**config.mk**
```make
export PLATFORM = sky130hd
export DESIGN_NAME = bcd_display_ctrl
export DESIGN_NICKNAME = d
export VERILOG_FILES = /design/src/rtl/bcd_display_ctrl.sv
export SDC_FILE = /design/constraint.sdc
export NUM_CORES = 1
export LEC_CHECK = 0
export BUFFER_PORTS_ARGS = -buffer_cell sky130_fd_sc_hd__buf_2
export CELL_PAD_IN_SITES_DETAIL_PLACEMENT = 1
export CELL_PAD_IN_SITES_GLOBAL_PLACEMENT = 1
export CORE_MARGIN = 1
export CORE_UTILIZATION = 47
export DETAILED_ROUTE_END_ITERATION = 10
export HOLD_SLACK_MARGIN = 0.1
export PLACE_DENSITY_LB_ADDON = 0.2
export SYNTH_ARGS = -nofsm -noshare
export SYNTH_HDL_FRONTEND = slang
export SYNTH_SLANG_ARGS = --single-unit
```
**constraint.sdc**
```tcl
create_clock -name clk -period 2.95 [get_ports clk]
set_input_delay 0.295 -clock clk [delete_from_list [all_inputs] [get_ports clk]]
set_output_delay 0.295 -clock clk [all_outputs]
set_load 0.02 [all_outputs]
```
**src/rtl/bcd_display_ctrl.sv**
```systemverilog
// bcd_display_ctrl
//   Converts an unsigned binary value to four BCD digits with a sequential
//   double-dabble engine, then multiplexes the digits onto a common-anode
//   four-digit seven-segment display. Conversion and scanning run side by side.
//
// Ports
//   clk       : single clock, rising edge
//   rst       : asynchronous, active-high reset
//   in_valid  : in_value is presented for conversion
//   in_ready  : block accepts in_value this cycle (IDLE only)
//   in_value  : unsigned binary value, BITS wide
//   blank_lz  : leading-zero blanking enable, sampled every cycle
//   an        : active-low one-hot anode, an[0] = ones digit
//   seg       : active-low segments {g,f,e,d,c,b,a}
//   dp        : active-low decimal point, always off
//   busy      : conversion in progress (!in_ready)
//   overflow  : last committed value exceeded 9999 (shown as 9999)
module bcd_display_ctrl #(
    parameter int unsigned BITS        = 14,
    parameter int unsigned REFRESH_DIV = 100000
) (
    input  logic            clk,
    input  logic            rst,
    input  logic            in_valid,
    output logic            in_ready,
    input  logic [BITS-1:0] in_value,
    input  logic            blank_lz,
    output logic [3:0]      an,
    output logic [6:0]      seg,
    output logic            dp,
    output logic            busy,
    output logic            overflow
);

    localparam int unsigned CW = $clog2(BITS + 1);
    localparam int unsigned RW = (REFRESH_DIV > 1) ? $clog2(REFRESH_DIV) : 1;

    typedef enum logic [1:0] {
        IDLE,
        SHIFT,
        COMMIT
    } state_t;

    state_t          state_q, state_d;
    logic [BITS-1:0] bin_q, bin_d;
    logic [15:0]     bcd_q, bcd_d;
    logic [CW-1:0]   cnt_q, cnt_d;
    logic            pend_ovf_q, pend_ovf_d;
    logic [15:0]     digits_q, digits_d;
    logic            overflow_q, overflow_d;
    logic [RW-1:0]   refresh_q, refresh_d;
    logic [1:0]      slot_q, slot_d;
    logic [3:0]      an_q, an_d;
    logic [6:0]      seg_q, seg_d;

    logic [13:0]     ext;
    logic [13:0]     clamped;
    logic [15:0]     adj;
    logic [3:0]      cur_digit;
    logic            blank;

    function automatic logic [6:0] seg_lut(input logic [3:0] d);
        case (d)
            4'd0:    seg_lut = 7'b1000000;
            4'd1:    seg_lut = 7'b1111001;
            4'd2:    seg_lut = 7'b0100100;
            4'd3:    seg_lut = 7'b0110000;
            4'd4:    seg_lut = 7'b0011001;
            4'd5:    seg_lut = 7'b0010010;
            4'd6:    seg_lut = 7'b0000010;
            4'd7:    seg_lut = 7'b1111000;
            4'd8:    seg_lut = 7'b0000000;
            4'd9:    seg_lut = 7'b0010000;
            default: seg_lut = 7'b1111111;
        endcase
    endfunction

    always_comb begin
        state_d    = state_q;
        bin_d      = bin_q;
        bcd_d      = bcd_q;
        cnt_d      = cnt_q;
        pend_ovf_d = pend_ovf_q;
        digits_d   = digits_q;
        overflow_d = overflow_q;

        // Clamp is evaluated at 14 bits so narrower BITS never needs it.
        ext     = 14'(in_value);
        clamped = (ext > 14'd9999) ? 14'd9999 : ext;

        for (int unsigned i = 0; i < 4; i++) begin
            adj[4*i +: 4] = (bcd_q[4*i +: 4] >= 4'd5) ? bcd_q[4*i +: 4] + 4'd3
                                                      : bcd_q[4*i +: 4];
        end

        case (state_q)
            IDLE: begin
                if (in_valid) begin
                    bin_d      = clamped[BITS-1:0];
                    pend_ovf_d = (ext > 14'd9999);
                    bcd_d      = '0;
                    cnt_d      = CW'(BITS);
                    state_d    = SHIFT;
                end
            end
            SHIFT: begin
                bcd_d = 16'({adj, bin_q[BITS-1]});
                bin_d = bin_q << 1;
                cnt_d = cnt_q - CW'(1);
                // Counter holds the steps still to run, so 1 marks the last one.
                if (cnt_q == CW'(1)) begin
                    state_d = COMMIT;
                end
            end
            COMMIT: begin
                digits_d   = bcd_q;
                overflow_d = pend_ovf_q;
                state_d    = IDLE;
            end
            default: state_d = IDLE;
        endcase

        // Free-running scan, independent of the conversion FSM.
        if (refresh_q == RW'(REFRESH_DIV - 1)) begin
            refresh_d = '0;
            slot_d    = slot_q + 2'd1;
        end else begin
            refresh_d = refresh_q + RW'(1);
            slot_d    = slot_q;
        end

        cur_digit = digits_q[{slot_q, 2'b00} +: 4];
        case (slot_q)
            2'd1:    blank = blank_lz && (digits_q[15:4]  == 12'd0);
            2'd2:    blank = blank_lz && (digits_q[15:8]  == 8'd0);
            2'd3:    blank = blank_lz && (digits_q[15:12] == 4'd0);
            default: blank = 1'b0;
        endcase

        an_d  = ~(4'b0001 << slot_q);
        seg_d = blank ? 7'b1111111 : seg_lut(cur_digit);
    end

    always_ff @(posedge clk or posedge rst) begin
        if (rst) begin
            state_q    <= IDLE;
            bin_q      <= '0;
            bcd_q      <= '0;
            cnt_q      <= '0;
            pend_ovf_q <= 1'b0;
            digits_q   <= '0;
            overflow_q <= 1'b0;
            refresh_q  <= '0;
            slot_q     <= '0;
            an_q       <= 4'b1110;
            seg_q      <= 7'b1000000;
        end else begin
            state_q    <= state_d;
            bin_q      <= bin_d;
            bcd_q      <= bcd_d;
            cnt_q      <= cnt_d;
            pend_ovf_q <= pend_ovf_d;
            digits_q   <= digits_d;
            overflow_q <= overflow_d;
            refresh_q  <= refresh_d;
            slot_q     <= slot_d;
            an_q       <= an_d;
            seg_q      <= seg_d;
        end
    end

    assign in_ready = (state_q == IDLE);
    assign busy     = (state_q != IDLE);
    assign overflow = overflow_q;
    assign an       = an_q;
    assign seg      = seg_q;
    assign dp       = 1'b1;

endmodule

```
==> results.json, run 1 <==
{
  "status": "complete, no violations",
  "crit_fanout": 8,
  "clk_root_buffer_cell": "clkbuf_8",
  "p_comb_share_pct": 37.2,
  "hold_start": "in_value[4]",
  "cts-hold-fix-buffers": 1,
  "postCtsSetupBuffers": 0,
  "fin_tns_setup_ns": 0,
  "fp.coreArea_mm2": 0.00834,
  "start_util_pct": 49.5,
  "dominantRegCellSynth": "dfrtp_1",
  "r2r_end": "seg[4]",
  "drc": 0,
  "ys_types": 47,
  "path_cells": "mux4_1, inv_1, ha_1, inv_1, mux2_4, o2bb2ai_1, nand2_1",
  "reg2reg_depth": 7,
  "ys_async_sr_fraction_pct": 100,
  "switchingPower_w": 0.00167,
  "clk_path_buf_depth": 2,
  "internal_power_w": 0.00275,
  "p_seq_share_pct": 41.7,
  "worstSkewPairLatency_ns": 0.36,
  "dp_slack_ns": 0.771,
  "post-dp-hpwl_um": 6210,
  "drt_iter0_drc": 76,
  "diodes": 0,
  "final-setup-viol-count": 0,
  "numCtsBuffers": 9,
  "antenna_found_initial": 0,
  "rows": 33,
  "portBuffers": 31,
  "first_pass_iters": 4,
  "grt_usage_pct": 21.4,
  "fmax_mhz": 463,
  "ys_top_cells_by_area": "dfrtp_1 48%, ha_1 6.1%, mux2_2 4.4%, o21ai_0 4.2%, nand2_1 3.6%",
  "vias_per_cell": 5.57,
  "yosysSeqAreaShare_pct": 51.0,
  "drv_cap": 0,
  "synth_area_mm2": 0.00413,
  "grt_start_max_net_pins": 85,
  "die_area_mm2": 0.00916,
  "cts_sinks": 84,
  "powerDensity_mw_per_mm2": 959,
  "hold_slack_ns": 0.154,
  "slowest_stage": "mux4_1",
  "period_share_pct": 73.3,
  "grt_pass1_wl_um": 15000,
  "grt_overflow": 0,
  "path_clk_slew_ns": 0.09,
  "die_w_um": 95.7,
  "whs_endpoint": "bin_q[4]",
  "synth_area_per_cell_um2": 10.5,
  "crit_path_frequent_cell": "inv_1",
  "crit_path_max_incr_delay_ns": 0.69,
  "synth_edf_count": 0,
  "hold_class": "in -> reg",
  "routabilityCongestion": 0.794,
  "syn_inst": 392,
  "cts_resized": 0,
  "grt_pass1_vias": 3048,
  "die_y_um": 95.7,
  "skew_ns": 0.0165,
  "swShare_pct": 37.8,
  "p_leak_nw": 2.13,
  "path_delay_family": "multiplexers",
  "worst_pin_slew_ns": 0.978,
  "endpoint_kind": "register",
  "vias": 2968,
  "critical_path_depth": 7,
  "cts_tree": "yes",
  "r2r_start": "slot_q[1]",
  "synth_fp_nets": 430,
  "h-tree-depth": 3,
  "detail-route-antenna-nets": 0,
  "worst_setup_path_start_kind": "register",
  "routed_wl_um": 8930,
  "whs_path_depth": 2,
  "synth_area_leader_cell": "dfrtp_1",
  "post-route-min-period_ns": 2.16,
  "wl_per_cell_um": 16.8,
  "critical_path_buf_inv_count": 2,
  "nets": 461,
  "synth_warnings": 0,
  "yosysTopAreaCellShare_pct": 48.5,
  "finalHoldViolations": 0,
  "slew_headroom_pct": 34.8,
  "area_growth_pct": 11.8,
  "cp_data_required_time_ns": 3.20,
  "power_frac_clock_pct": 21.2,
  "layout-drive-gt1-share_pct": 19.2,
  "fin_ws_ns": 0.789,
  "ys_ff_latch": 84,
  "final_max_slew_viol_count": 0,
  "ir_drop_mv": 0.430,
  "ff2ff_setup_slack_ns": 0.79,
  "ios": 33,
  "critPathKind": "reg -> reg",
  "cp.arrival_ns": 2.41,
  "rsz0062_at_grt": "false"
}
[cell usage in the layout (no fill, tap or decap), types with 3 or more instances in the layout]
cell,Yosys,routed
dfrtp_1,80,80
nand2_1,40,40
o21ai_0,35,35
buf_2,1,31
nand3_1,28,28
inv_1,22,21
ha_1,20,20
mux2_2,16,16
xnor2_1,15,15
nor2_1,14,14
a21oi_1,12,12
nor3_1,9,9
clkbuf_8,0,9
nand2b_1,8,8
a22oi_1,8,8
xor2_1,5,5
buf_4,1,5
nor2b_1,4,4
nor3b_1,4,4
nor4_1,4,4
a22o_1,4,4
a21o_1,4,4
dfstp_2,4,4
inv_6,0,4
o31ai_1,3,3
mux4_2,3,3
nand4_1,3,3
or3_1,3,3
[registers in the layout (all words and copies together) (netlist names), 2 cells and up]
| signal | cells |
|---|---|
| cnt_q | 4 |
| state_q | 2 |
| bcd_q | 16 |
| bin_q | 14 |
| seg | 7 |
| refresh_q | 17 |
| an | 4 |
| slot_q | 2 |
| digits_q | 16 |
[final cells by class]
| class | instances | area [um^2] |
|---|---|---|
| flip-flops and latches | 84 | 2110 |
| fillers | 934 | 3730 |
| clock inverters | 7 | 103 |
| well taps | 105 | 131 |
| clock buffers | 9 | 124 |
| multi-input cells | 268 | 1840 |
| repair buffers | 38 | 223 |
| inverters | 22 | 83.8 |
[power groups by stage]
| stage | clock network (W) | logic, W | registers, W |
|---|---|---|---|
| after floorplan | 0 | 0.00122 | 0.00182 |
| after global placement | 0 | 0.00156 | 0.00184 |
| after detailed placement | 0 | 0.00166 | 0.00186 |
| after CTS | 0.000961 | 0.00167 | 0.00185 |
| after global routing | 0.00101 | 0.00187 | 0.00189 |
| final | 0.000936 | 0.00164 | 0.00184 |
[stage by stage]
step / util (%) / power, W / cell area, um^2 / std cells
after floorplan: - / 0.00304 / 4130 / 392
after global placement: 52.5 / 0.00339 / 4380 / 516
after detailed placement: 52.5 / 0.00352 / 4380 / 516
after CTS: 55.3 / 0.00448 / 4610 / 533
after global routing: 55.3 / 0.00477 / 4610 / 533
final: 55.3 / 0.00442 / 4610 / 533
[layer usage]
metal	track usage (%)	up-vias	wire [um]
li1	-	1421	-
met1	28.3	1499	4120
met2	36.4	38	4500
met3	3.08	10	202
met4	7.09	0	104
met5	0	-	0
[Yosys cell counts, types with 3 or more instances]
master,n
a22o_1,4
inv_1,22
a21oi_1,12
nand2_1,40
nand2b_1,8
clkbuf_1,13
xnor2_1,15
buf_6,3
a21o_1,4
mux2_2,16
nor2_1,14
dfrtp_1,80
nand3_1,28
nor2b_1,4
or3_1,3
nor3b_1,4
nand4_1,3
a22oi_1,8
nor4_1,4
o21ai_0,35
dfstp_2,4
xor2_1,5
nor3_1,9
o31ai_1,3
mux4_2,3
ha_1,20
[cells by family after synthesis]
family / count (synthesis) / share of synthesized area (%)
buffers and inverters: 40 / 4.30
multiplexers: 22 / 7.37
AO/OA/AOI/OAI: 74 / 10.9
AND/OR/NAND/NOR: 131 / 16.0
flip-flops: 84 / 51.0
other: 1 / 0.0908
XOR/XNOR: 20 / 4.24
adder cells (fa/ha/maj): 20 / 6.06
[worst max-delay path by stage]
stage,end,from,slack (ns)
global placement,seg[4],slot_q[1],0.93
CTS,seg[4],slot_q[1],0.75
global route,seg[1],slot_q[0],0.65
detailed placement,seg[4],slot_q[1],0.77
finish,seg[4],slot_q[1],0.79
floorplan,an[0],rst,0.50
Power figures use the tool's default switching activity.
==> run 2: changes to the inputs <==
- clock period: 2.95 -> 2.2 ns (I/O delays scaled with it)
==> run 2 against run 1 <==
Register-to-register slack got worse by 0.63 ns. Clock skew decreased by 0.0027 ns. Cell count increased by 2.4%. Worst hold slack got worse by 0.034 ns. Die area unchanged. Critical path depth unchanged. First-iteration DRC count increased by 71%. Largest power group unchanged. Clock power increased by 37%. Total power increased by 36%. Routed wire length increased by 9.9%. Via count increased by 4.0%. Sequential power increased by 34%.
==> results.json, run 2 (synthesized netlist as in run 1, its figures left out) <==
{
  "crit_path_max_incr_delay_ns": 0.66,
  "ff2ff_setup_slack_ns": 0.15,
  "portBuffers": 31,
  "seq_area_mm2": 0.00211,
  "critical_path_buf_inv_count": 2,
  "whs_path_depth": 3,
  "worstSkewPairLatency_ns": 0.36,
  "placed_area_mm2": 0.00443,
  "busiest_layer": "met2",
  "regMostFlops": "refresh_q",
  "nets": 474,
  "h-tree-depth": 3,
  "diodes": 0,
  "area_growth_pct": 15.2,
  "post-dp-hpwl_um": 6740,
  "postCtsSetupBuffers": 0,
  "p_leak_nw": 2.19,
  "clk_path_buf_depth": 2,
  "slew_headroom_pct": 45.1,
  "hold_slack_ns": 0.120,
  "die_w_um": 95.7,
  "reg2reg_depth": 7,
  "wl_per_cell_um": 18.0,
  "whs_endpoint": "bin_q[3]",
  "fp.coreArea_mm2": 0.00834,
  "internal_power_w": 0.00374,
  "fin_tns_setup_ns": 0,
  "cts_tree": "yes",
  "r2r_start": "slot_q[1]",
  "slowest_stage": "mux4_1",
  "met3_usage_pct": 4.11,
  "p_seq_share_pct": 41.1,
  "grt_overflow": 0,
  "multi_input_area_mm2": 0.00184,
  "endpoint_kind": "register",
  "use_met2_pct": 40.9,
  "cts_sinks": 84,
  "skew_ns": 0.0138,
  "path_cells": "mux4_1, inv_1, ha_1, inv_1, mux2_4, o2bb2ai_1, nand2_1",
  "path_delay_family": "multiplexers",
  "ios": 33,
  "drc": 0,
  "rsz0062_at_grt": "false",
  "drv_cap": 0,
  "worst_setup_path_start_kind": "register",
  "layout_commonest_cell": "dfrtp_1",
  "crit_fanout": 8,
  "status": "complete, no violations",
  "numCtsBuffers": 9,
  "dp.cells": 521,
  "die_area_mm2": 0.00916,
  "layout.cells.non_filler": 546,
  "ir_drop_mv": 0.615,
  "powerDensity_mw_per_mm2": 1270,
  "path_clk_slew_ns": 0.09,
  "fmax_mhz": 489,
  "die_y_um": 95.7,
  "use_met1_pct": 30.4,
  "start_util_pct": 49.5,
  "cp_data_required_time_ns": 2.45,
  "period_share_pct": 93.0,
  "fin_area_mm2": 0.00475,
  "vias_per_cell": 5.65,
  "nFillCells": 922,
  "detail-route-antenna-nets": 0,
  "final-setup-viol-count": 0,
  "worst_pin_slew_ns": 0.822,
  "post-route-min-period_ns": 2.05,
  "cp.arrival_ns": 2.30,
  "p_comb_share_pct": 37.7,
  "finalHoldViolations": 0,
  "largestRegisters": "refresh_q: 17 flops, bcd_q: 16 flops, digits_q: 16 flops",
  "largest_register_ffs": 17,
  "first_pass_iters": 4,
  "power_frac_clock_pct": 21.2,
  "antenna_found_initial": 0,
  "grt_usage_pct": 24.3,
  "final_max_slew_viol_count": 0,
  "final_cell_mix": "79 x dfrtp_1, 40 x nand2_1, 35 x o21ai_0, 31 x buf_2, 28 x nand3_1",
  "vias": 3087,
  "hold_start": "in_value[3]",
  "routabilityCongestion": 0.783,
  "routed_wl_um": 9820,
  "drt_iter0_drc": 130,
  "layout-drive-gt1-share_pct": 20.0,
  "swShare_pct": 37.9,
  "clk_root_buffer_cell": "clkbuf_8",
  "grt_pass1_wl_um": 16800,
  "grt_start_max_net_pins": 37,
  "crit_path_frequent_cell": "inv_1",
  "switchingPower_w": 0.00228,
  "grt_pass1_vias": 3393,
  "rows": 33,
  "hold_class": "in -> reg",
  "critPathKind": "reg -> reg",
  "r2r_end": "seg[4]"
}
==> run 2: layout make-up <==
| class | instances | area share, % |
|---|---|---|
| clock buffers | 10 | 2.89 |
| clock inverters | 6 | 2.00 |
| inverters | 22 | 1.82 |
| multi-input cells | 268 | 38.8 |
| flip-flops and latches | 84 | 44.3 |
| well taps | 105 | 2.76 |
| repair buffers | 51 | 7.42 |
==> run 2: what timing repair did <==
item                                    CTS  global route
hold buffers                              9             0
endpoints found under the setup margin    0             2
resized for setup                         0             1
hold endpoints to repair                 38             0
==> run 2: worst max-delay path by stage <==
stage,startpoint,to,slack (ns),depth (start not counted)
2_1_floorplan,slot_q[1],seg[4],0.28,8
3_3_place_gp,slot_q[1],seg[4],0.17,7
3_5_place_dp,slot_q[1],seg[4],0.06,7
4_1_cts,slot_q[1],seg[4],0.04,7
5_1_grt,slot_q[1],seg[4],0.06,7
6_report,slot_q[1],seg[4],0.15,7
==> run 2: worst reg2reg max path, cell delays in order, from the launching register on <==
cell and delay [ns]:
dfrtp_2 0.47, mux4_1 0.66, inv_1 0.15, ha_1 0.16
inv_1 0.05, mux2_4 0.25, o2bb2ai_1 0.14, nand2_1 0.06
==> run 2: power by group through the flow <==
stage	logic, W	registers [W]	clock network, W
finish	0.00227	0.00247	0.00128
detailed placement	0.00225	0.00250	0
CTS	0.00229	0.00247	0.00132
global placement	0.00211	0.00246	0
global route	0.00256	0.00253	0.00138
floorplan	0.00164	0.00244	0
==> run 2: through the flow <==
step	util, %	total power [W]	setup WS [ns]
4_1_cts	57.0	0.00608	0.0423
2_1_floorplan	-	0.00408	0.276
3_3_place_gp	53.1	0.00456	0.166
3_5_place_dp	53.1	0.00475	0.0623
5_1_grt	57.0	0.00648	0.0641
6_report	57.0	0.00602	0.154
==> run 2: layer usage <==
layer,vias up,share of wire (%)
met4,0,3.0
met2,46,51
li1,1451,-
met3,22,1.7
met5,-,0
met1,1568,45
==> run 3: changes to the inputs <==
- clock period: 2.2 -> 2.3 ns (I/O delays scaled with it)
==> run 3 against run 2 <==
Total power shrank 10%. Routed wire length shrank 4.8%. Highest routed layer unchanged. Die area is the same. Critical path depth is the same. Cell count shrank 1.3%.
==> results.json, run 3 (synthesized netlist as in run 1, its figures left out) <==
{
  "ff2ff_setup_slack_ns": 0.16,
  "critPathKind": "reg -> reg",
  "reg2reg_depth": 7,
  "routed_wl_um": 9340,
  "area_growth_pct": 11.9,
  "clk_root_buffer_cell": "clkbuf_8",
  "first_pass_iters": 4,
  "final_max_slew_viol_count": 0,
  "skew_ns": 0.0143,
  "grt_pass1_wl_um": 15900,
  "largestRegisters": "refresh_q: 17 flops, bcd_q: 16 flops, digits_q: 16 flops",
  "h-tree-depth": 3,
  "p_seq_share_pct": 43.4,
  "portBuffers": 31,
  "slew_headroom_pct": 43.5,
  "p_leak_nw": 2.12,
  "rsz0062_at_grt": "false",
  "antenna_found_initial": 0,
  "hold_start": "in_value[2]",
  "p_comb_share_pct": 39.5,
  "worst_setup_path_start_kind": "register",
  "dp.cells": 518,
  "clk_path_buf_depth": 2,
  "hold_class": "in -> reg",
  "fin_tns_setup_ns": 0,
  "powerDensity_mw_per_mm2": 1170,
  "status": "complete, no violations",
  "grt_overflow": 0,
  "detail-route-antenna-nets": 0,
  "switchingPower_w": 0.00211,
  "grt_start_max_net_pins": 37,
  "wl_per_cell_um": 17.3,
  "ios": 33,
  "path_clk_slew_ns": 0.09,
  "nets": 467,
  "whs_path_depth": 3,
  "whs_endpoint": "bin_q[2]",
  "drt_iter0_drc": 100,
  "worst_pin_slew_ns": 0.846,
  "swShare_pct": 38.9,
  "cp_data_required_time_ns": 2.54,
  "diodes": 0,
  "fp.coreArea_mm2": 0.00834,
  "die_area_mm2": 0.00916,
  "r2r_end": "seg[5]",
  "period_share_pct": 93.2,
  "post-route-min-period_ns": 2.14,
  "final-setup-viol-count": 0,
  "cts_tree": "yes",
  "power_frac_clock_pct": 17.1,
  "r2r_start": "slot_q[1]",
  "drc": 0,
  "grt_pass1_vias": 3148,
  "die_y_um": 95.7,
  "crit_fanout": 8,
  "finalHoldViolations": 0,
  "grt_usage_pct": 23.0,
  "die_w_um": 95.7,
  "post-dp-hpwl_um": 6640,
  "routabilityCongestion": 0.822,
  "largest_register_ffs": 17,
  "endpoint_kind": "register",
  "fmax_mhz": 467,
  "final_cell_mix": "80 x dfrtp_1, 40 x nand2_1, 35 x o21ai_0, 31 x buf_2, 28 x nand3_1",
  "internal_power_w": 0.00331,
  "cp.arrival_ns": 2.38,
  "layout-drive-gt1-share_pct": 18.7,
  "start_util_pct": 49.5,
  "worstSkewPairLatency_ns": 0.36,
  "numCtsBuffers": 9,
  "layout_commonest_cell": "dfrtp_1",
  "vias": 3002,
  "drv_cap": 0,
  "ir_drop_mv": 0.478,
  "regMostFlops": "refresh_q",
  "vias_per_cell": 5.57,
  "layout.cells.non_filler": 539,
  "rows": 33,
  "cts_sinks": 84
}
==> run 3: worst max-delay path by stage <==
| stage | start | end | slack [ns] | cells past startpoint |
|---|---|---|---|---|
| global route | slot_q[1] | seg[5] | 0.01 | 7 |
| floorplan | slot_q[1] | seg[4] | 0.38 | 8 |
| detailed placement | slot_q[0] | seg[1] | 0.17 | 5 |
| CTS | slot_q[0] | seg[1] | 0.15 | 5 |
| finish | slot_q[1] | seg[5] | 0.16 | 7 |
| global placement | slot_q[1] | seg[4] | 0.29 | 7 |
==> run 3: routing by layer <==
| metal | global-route usage, % | vias up | share of wire (%) |
|---|---|---|---|
| li1 | - | 1439 | - |
| met1 | 30.5 | 1508 | 46 |
| met2 | 38.5 | 40 | 50 |
| met3 | 3.16 | 15 | 1.9 |
| met4 | 8.33 | 0 | 1.7 |
| met5 | 0 | - | 0 |
==> run 3: area by class of cell <==
cell class	count	area (um^2)
inverters	22	86.3
flip-flops and latches	84	2110
clock inverters	4	27.5
repair buffers	44	290
fillers	946	3720
well taps	105	131
clock buffers	12	135
multi-input cells	268	1840
==> run 3: power groups by stage <==
stage | Sequential (W) | Combinational, W | Clock (W)
finish | 0.00235 | 0.00214 | 0.000926
CTS | 0.00235 | 0.00217 | 0.000949
floorplan | 0.00233 | 0.00157 | 0
global route | 0.00242 | 0.00243 | 0.00100
detailed placement | 0.00238 | 0.00213 | 0
global placement | 0.00235 | 0.00201 | 0
==> run 3: repair_timing <==
action	CTS	global route
hold endpoints to repair	34	0
setup endpoints to repair	0	0
setup buffers	0	0
hold buffers	5	0
resized for setup	0	0
==> run 3: metrics by stage <==
| step | util, % | worst slack [ns] | total power, W | cell area [um^2] | hold WS, ns |
|---|---|---|---|---|---|
| after global placement | 52.9 | 0.287 | 0.00436 | 4410 | 0.412 |
| after floorplan | - | 0.376 | 0.00390 | 4130 | 0.346 |
| after detailed placement | 52.9 | 0.171 | 0.00451 | 4410 | 0.438 |
| final | 55.4 | 0.157 | 0.00541 | 4620 | 0.115 |
| after CTS | 55.4 | 0.150 | 0.00547 | 4620 | 0.108 |
| after global routing | 55.4 | 0.0128 | 0.00585 | 4620 | 0.118 |
==> run 3: critical path, cell delays in order, from the launching register on <==
cell	delay (ns)
dfrtp_1	0.53
mux4_1	0.68
inv_1	0.15
ha_1	0.17
inv_1	0.05
mux2_2	0.26
o22ai_1	0.12
nand2_1	0.08
